--- config.mk ---
export PLATFORM = sky130hd
export DESIGN_NAME = seg_scan_driver_flat
export DESIGN_NICKNAME = d
export VERILOG_FILES = /design/src/rtl/seg_scan_driver_if.sv /design/src/rtl/seg_scan_driver.sv /design/src/flat_wrapper.sv
export SDC_FILE = /design/constraint.sdc
export NUM_CORES = 1
export LEC_CHECK = 0
export CAP_MARGIN = 5
export CORE_MARGIN = 3
export CORE_UTILIZATION = 34
export CTS_BUF_LIST = sky130_fd_sc_hd__clkbuf_2
export DETAILED_ROUTE_END_ITERATION = 12
export SYNTH_ARGS = -nofsm -noshare
export SYNTH_HDL_FRONTEND = slang
export SYNTH_SLANG_ARGS = --single-unit
--- constraint.sdc ---
create_clock -name CLOCK -period 5.2 [get_ports CLOCK]
set_input_delay 1.04 -clock CLOCK [delete_from_list [all_inputs] [get_ports CLOCK]]
set_output_delay 1.04 -clock CLOCK [all_outputs]
set_load 0.05 [all_outputs]
--- src/rtl/seg_scan_driver_if.sv ---
// ----------------------------------------------------------------------------
// seg_scan_driver_if
//   Bundle of the display-data load port and the multiplexed 7-segment drive
//   outputs of seg_scan_driver.
//   master : drives load/value/dp_in/blank_lz, observes an/seg/dp/frame_done
//   slave  : the driver itself
//   load       - one-cycle strobe capturing value, dp_in, blank_lz
//   value      - four hex digits, digit0 = value[3:0]
//   dp_in      - decimal point request per digit, active-high
//   blank_lz   - leading-zero blanking enable
//   an         - anode selects, active-low, an[i] = digit i
//   seg        - segments {g,f,e,d,c,b,a}, active-low
//   dp         - decimal point segment, active-low
//   frame_done - one-cycle pulse after each four-digit scan
// ----------------------------------------------------------------------------
interface seg_scan_driver_if;
    logic        load;
    logic [15:0] value;
    logic [3:0]  dp_in;
    logic        blank_lz;
    logic [3:0]  an;
    logic [6:0]  seg;
    logic        dp;
    logic        frame_done;

    modport master (
        output load, value, dp_in, blank_lz,
        input  an, seg, dp, frame_done
    );

    modport slave (
        input  load, value, dp_in, blank_lz,
        output an, seg, dp, frame_done
    );
endinterface

--- src/rtl/seg_scan_driver.sv ---
// ----------------------------------------------------------------------------
// seg_scan_driver
//   Time-multiplexed driver for a four-digit common-anode 7-segment display.
//   Each digit owns a slot of REFRESH_DIV cycles; the first DEAD_CYCLES of a
//   slot are blanked to suppress ghosting. Display data is double buffered
//   and only switched at frame boundaries so a frame never tears.
//   Ports:
//     CLOCK   - system clock, rising edge
//     RESET_N - asynchronous active-low reset
//     bus     - seg_scan_driver_if slave (load port in, display drive out)
// ----------------------------------------------------------------------------
module seg_scan_driver #(
    parameter int unsigned REFRESH_DIV = 100000,
    parameter int unsigned DEAD_CYCLES = 1000
) (
    input logic              CLOCK,
    input logic              RESET_N,
    seg_scan_driver_if.slave bus
);

    localparam int unsigned          CNT_W    = 20;
    localparam logic [CNT_W-1:0]     CNT_LAST = CNT_W'(REFRESH_DIV - 1);
    localparam logic [0:0]           ST_DEAD  = 1'b0;
    localparam logic [0:0]           ST_SHOW  = 1'b1;

    logic [CNT_W-1:0] cnt_q, cnt_d;
    logic [1:0]       idx_q, idx_d;
    logic [15:0]      act_value_q, act_value_d, pend_value_q, pend_value_d;
    logic [3:0]       act_dp_q, act_dp_d, pend_dp_q, pend_dp_d;
    logic             act_blz_q, act_blz_d, pend_blz_q, pend_blz_d;
    logic             pend_q, pend_d;
    logic             wrap_q, wrap_d;
    logic [3:0]       an_q, an_d;
    logic [6:0]       seg_q, seg_d;
    logic             dp_q, dp_d;
    logic             fd_q, fd_d;

    logic             slot_end, frame_end;
    logic [0:0]       slot_st;
    logic [3:0]       digit;
    logic [3:0]       lz_mask;

    function automatic logic [6:0] hex_to_seg(input logic [3:0] d);
        logic [6:0] s;
        case (d)
            4'h0: s = 7'b1000000;
            4'h1: s = 7'b1111001;
            4'h2: s = 7'b0100100;
            4'h3: s = 7'b0110000;
            4'h4: s = 7'b0011001;
            4'h5: s = 7'b0010010;
            4'h6: s = 7'b0000010;
            4'h7: s = 7'b1111000;
            4'h8: s = 7'b0000000;
            4'h9: s = 7'b0010000;
            4'hA: s = 7'b0001000;
            4'hB: s = 7'b0000011;
            4'hC: s = 7'b1000110;
            4'hD: s = 7'b0100001;
            4'hE: s = 7'b0000110;
            default: s = 7'b0001110;
        endcase
        return s;
    endfunction

    // With no dead time the comparison would be against zero, so drop it.
    if (DEAD_CYCLES == 0) begin : g_no_dead
        assign slot_st = ST_SHOW;
    end else begin : g_dead
        assign slot_st = (cnt_q < CNT_W'(DEAD_CYCLES)) ? ST_DEAD : ST_SHOW;
    end

    assign slot_end  = (cnt_q == CNT_LAST);
    assign frame_end = slot_end && (idx_q == 2'd3);
    assign digit     = act_value_q[{idx_q, 2'b00} +: 4];
    // Bit i set when digit i and every digit above it are zero; digit0 never blanks.
    assign lz_mask   = {act_value_q[15:12] == 4'h0, act_value_q[15:8] == 8'h00,
                        act_value_q[15:4] == 12'h000, 1'b0};

    always_comb begin
        cnt_d = slot_end ? '0 : cnt_q + CNT_W'(1);
        idx_d = slot_end ? idx_q + 2'd1 : idx_q;
    end

    // Double buffer: a load on the boundary cycle bypasses the pending set.
    always_comb begin
        act_value_d  = act_value_q;
        act_dp_d     = act_dp_q;
        act_blz_d    = act_blz_q;
        pend_value_d = pend_value_q;
        pend_dp_d    = pend_dp_q;
        pend_blz_d   = pend_blz_q;
        pend_d       = pend_q;
        if (frame_end) begin
            if (bus.load) begin
                act_value_d = bus.value;
                act_dp_d    = bus.dp_in;
                act_blz_d   = bus.blank_lz;
            end else if (pend_q) begin
                act_value_d = pend_value_q;
                act_dp_d    = pend_dp_q;
                act_blz_d   = pend_blz_q;
            end
            pend_d = 1'b0;
        end else if (bus.load) begin
            pend_value_d = bus.value;
            pend_dp_d    = bus.dp_in;
            pend_blz_d   = bus.blank_lz;
            pend_d       = 1'b1;
        end
    end

    always_comb begin
        an_d  = 4'b1111;
        seg_d = 7'h7F;
        dp_d  = 1'b1;
        if (slot_st == ST_SHOW) begin
            an_d  = ~(4'b0001 << idx_q);
            seg_d = (act_blz_q && lz_mask[idx_q]) ? 7'h7F : hex_to_seg(digit);
            dp_d  = ~act_dp_q[idx_q];
        end
        // Delayed one extra stage so the pulse lands on the first output of the new frame.
        wrap_d = frame_end;
        fd_d   = wrap_q;
    end

    always_ff @(posedge CLOCK or negedge RESET_N) begin
        if (!RESET_N) begin
            cnt_q        <= '0;
            idx_q        <= 2'd0;
            act_value_q  <= 16'h0000;
            act_dp_q     <= 4'h0;
            act_blz_q    <= 1'b0;
            pend_value_q <= 16'h0000;
            pend_dp_q    <= 4'h0;
            pend_blz_q   <= 1'b0;
            pend_q       <= 1'b0;
            wrap_q       <= 1'b0;
            an_q         <= 4'b1111;
            seg_q        <= 7'h7F;
            dp_q         <= 1'b1;
            fd_q         <= 1'b0;
        end else begin
            cnt_q        <= cnt_d;
            idx_q        <= idx_d;
            act_value_q  <= act_value_d;
            act_dp_q     <= act_dp_d;
            act_blz_q    <= act_blz_d;
            pend_value_q <= pend_value_d;
            pend_dp_q    <= pend_dp_d;
            pend_blz_q   <= pend_blz_d;
            pend_q       <= pend_d;
            wrap_q       <= wrap_d;
            an_q         <= an_d;
            seg_q        <= seg_d;
            dp_q         <= dp_d;
            fd_q         <= fd_d;
        end
    end

    assign bus.an         = an_q;
    assign bus.seg        = seg_q;
    assign bus.dp         = dp_q;
    assign bus.frame_done = fd_q;

endmodule

--- src/flat_wrapper.sv ---
// flat-port wrapper written by rule: the top's interface ports become plain ports
module seg_scan_driver_flat 
#(
    parameter int unsigned REFRESH_DIV = 100000,
    parameter int unsigned DEAD_CYCLES = 1000
)
  (CLOCK, RESET_N, bus_load, bus_value, bus_dp_in, bus_blank_lz, bus_an, bus_seg, bus_dp, bus_frame_done);
  seg_scan_driver_if bus_i ();
  input logic CLOCK;
  input logic RESET_N;
  input wire logic [$bits(bus_i.load)-1:0] bus_load;
  input wire logic [$bits(bus_i.value)-1:0] bus_value;
  input wire logic [$bits(bus_i.dp_in)-1:0] bus_dp_in;
  input wire logic [$bits(bus_i.blank_lz)-1:0] bus_blank_lz;
  output wire logic [$bits(bus_i.an)-1:0] bus_an;
  output wire logic [$bits(bus_i.seg)-1:0] bus_seg;
  output wire logic [$bits(bus_i.dp)-1:0] bus_dp;
  output wire logic [$bits(bus_i.frame_done)-1:0] bus_frame_done;
  assign bus_i.load = bus_load;
  assign bus_i.value = bus_value;
  assign bus_i.dp_in = bus_dp_in;
  assign bus_i.blank_lz = bus_blank_lz;
  assign bus_an = bus_i.an;
  assign bus_seg = bus_i.seg;
  assign bus_dp = bus_i.dp;
  assign bus_frame_done = bus_i.frame_done;
  seg_scan_driver #(.REFRESH_DIV(REFRESH_DIV), .DEAD_CYCLES(DEAD_CYCLES)) u_core (.CLOCK(CLOCK), .RESET_N(RESET_N), .bus(bus_i));
endmodule
==> impl_metrics.yaml <==
outcome:
  status: "completed"
floorplan:
  coreArea_um2: 11030
  initial_core_util_pct: 35.45
  design.die.area_um2: 12820
  chipWidth_um: 113.2
  die_height_um: 113.2
  num_rows: 38
  io_pins: 37
timing:
  worst_pin_slew_ps: 1001
  hold_slack_ps: 374.0
  fin_tns_setup_ps: 0
  finalWorstSetupSlack_ps: 2245
  relSlewSlack_pct: 33.29
  max_freq_mhz: 338.5
  slew_violations: 0
  clock_skew_ps: 38.05
  period_share_pct: 56.82
  rsz0062_at_grt: "false"
  final-hold-violation-count: 0
  min_period_ps: 2955
  finalSetupViolations: 0
hold_path:
  worstHoldPathType: "reg -> reg"
route:
  wl_mm: 7.683
  drc: 0
  ant_nets: 0
  dr_wl_met2_mm: 3.641
  dr_wl_met3_um: 287
  drt-met1-wl_mm: 3.629
  post_drt_wl_per_cell_um: 15.30
  viasPerCell: 5.040
  num_vias: 2530
  drt_pass1_iterations: 4
  top_layer: "met4"
  first_iter_violations: 137
yosys:
  synth_area_um2: 3910
  yosysTopAreaCellShare_pct: 42.88
  synth_top_cell_by_area: "dfrtp_1"
  synthCells: 323
  syn-num-nets: 358
  ys_types: 43
  yosys-top-cells-area: "dfrtp_1 43%, dfstp_2 8.1%, mux2_4 7.7%"
  ys_ff_latch: 79
  yosysSeqAreaShare_pct: 50.94
  yosysWarnings: 0
  avgSynthCellArea_um2: 12.11
pwr:
  p_switching_mw: 0.2819
  peakVddDrop_mv: 0.1894
  internal_power_mw: 0.9060
  combPwrFrac_pct: 9.5
  leakage_nw: 1.989
  total_power_mw: 1.188
  switching_share_pct: 23.73
  p_per_area_nw_per_um2: 263.4
  pwr-share-clk_pct: 35.5
  seqPwrFrac_pct: 55.0
place:
  dp_hpwl_mm: 5.150
  io_buffers: 36
  placed_area_um2: 4353
  place_congestion: 0.7648
  place_ws_ps: 2571
  placed_cells: 486
clock_tree:
  cts_root_buf: "clkbuf_2"
  cts_buffer_depth: 2
  numCtsBuffers: 9
  htree_levels: 3
  hold_buffers: 0
  postCtsSetupRepairBufs: 0
  cts_sinks: 79
  cts_resized: 0
  cts_tree: "yes"
  clkSlewWorstSetupHoldPaths_ps: 190
  clkLatencyLatePin_ps: 570
setup_path:
  cp.depth: 1
  endpoint: "bus_an[3]"
  crit_arrival_ps: 1910
  r2r-end: "u_core.pend_dp_q[0]"
  worst_path_max_delay_cell: "clkdlybuf4s50_1"
  cpPeakStageDelay_ps: 790
  critPathKind: "reg -> out"
  cp_top_family: "buffers and inverters"
  reg2reg_depth: 6
  startpoint: "u_core.bus.an[3]"
  cp_max_fo: 1
  cp-end-kind: "output port"
  cp_cell_sequence: "clkdlybuf4s50_1"
  r2r-start: "u_core.idx_q[1]"
  cp.required_ps: 4160
  rrSetupSlack_ps: 2570
  cp_num_buf_inv: 1
  worstSetupStartpointType: "register"
layout:
  finalNetCount: 392
  stdcell_count: 502
  syn_to_final_growth_pct: 15.33
  final_layout_size_suffix_gt1_share_pct: 17.40
  final_area_um2: 4509
  fin_util_pct: 40.88
  diodes: 0
grt:
  grt_pass1_vias: 2597
  antenna_found_initial: 0
  gr-usage-all-layers_pct: 12.94
  overflow: 0
  grt_pass1_wl_mm: 13.07
  grt_max_degree: 80
run:
  cap_violations: 0
[synth_stat cells]
master     number
dfrtp_1        67
nand2_1        27
mux2_4         20
and3b_1        18
nor2_1         18
a21oi_1        17
o2bb2ai_1      17
dfstp_2        12
ha_1           11
nand3_1        11
xnor2_1        10
clkbuf_1        9
xor2_1          8
and3_1          7
inv_1           6
nor4_1          6
mux4_2          5
o21ai_0         5
a22oi_1         4
a32oi_1         4
mux2i_1         4
nor2b_1         4
nor3_1          4
mux2_2          3
nand4_1         3
buf_12          2
buf_6           2
nand2b_1        2
o211ai_1        2
or3_1           2
a31oi_1         1
and2_1          1
buf_1           1
buf_2           1
nand2_8         1
nor4_4          1
o21a_1          1
o21ai_2         1
o221ai_1        1
or2_2           1
or4_1           1
or4_4           1
or4b_4          1
[how the worst min path moves through the flow]
stage                      from                    end  slack (ps)  cells after the start
floorplan           u_core.fd_d  u_core.bus.frame_done         330                      0
global placement    u_core.fd_d  u_core.bus.frame_done         330                      0
detailed placement  u_core.fd_d  u_core.bus.frame_done         330                      0
CTS                 u_core.fd_d  u_core.bus.frame_done         380                      0
global route        u_core.fd_d  u_core.bus.frame_done         380                      0
finish              u_core.fd_d  u_core.bus.frame_done         370                      0
[layout make-up]
| class | count | area (um2) |
|---|---|---|
| sequential | 79 | 1992 |
| timing repair buffer | 38 | 372.9 |
| clock buffer | 9 | 45.04 |
| clock inverter | 7 | 111.4 |
| tap | 140 | 175.2 |
| fill | 1058 | 6521 |
| multi-input combinational | 223 | 1790 |
| inverter | 6 | 22.52 |
[power by group through the flow]
stage,clock (mW),sequential [mW],combinational [mW]
after detailed placement,0,0.662,0.115
after floorplan,0,0.658,0.0737
final,0.422,0.653,0.112
after global placement,0,0.663,0.112
after CTS,0.435,0.653,0.115
after global routing,0.460,0.657,0.124
[flip-flops by register name (all words and copies together), names as in the netlist, 2 cells and up]
name and count:
u_core.bus.an 4, u_core.act_dp_q 4, u_core.cnt_q 20, u_core.pend_value_q 16, u_core.idx_q 2, u_core.pend_dp_q 4
u_core.bus.seg 7, u_core.act_value_q 16
[logic make-up after synthesis]
kind of cell	synth area share (%)
fa+ha+maj	3.520
buf+inv	3.264
mux	12.45
xor+xnor	4.032
flops	50.94
compound gates	9.472
simple gates	16.32
[placed cells by master, fill, tap and decap left out, types with 6 or more instances in the layout]
master | Yosys | final
a21oi_1 | 17 | 17
and3_1 | 7 | 7
and3b_1 | 18 | 18
clkbuf_2 | 0 | 9
clkdlybuf4s50_1 | 0 | 35
dfrtp_1 | 67 | 67
dfstp_2 | 12 | 12
ha_1 | 11 | 11
inv_1 | 6 | 6
mux2_4 | 20 | 20
nand2_1 | 27 | 27
nand3_1 | 11 | 11
nor2_1 | 18 | 18
nor4_1 | 6 | 6
o2bb2ai_1 | 17 | 17
xnor2_1 | 10 | 10
xor2_1 | 8 | 8
[per-layer routing]
layer  vias up  track usage (%)
met1      1242            16.84
met2        44            19.98
li1       1236                -
met4         0            5.048
met5         -                0
met3         8            4.332
No activity file was read; power rests on OpenSTA's default activity.
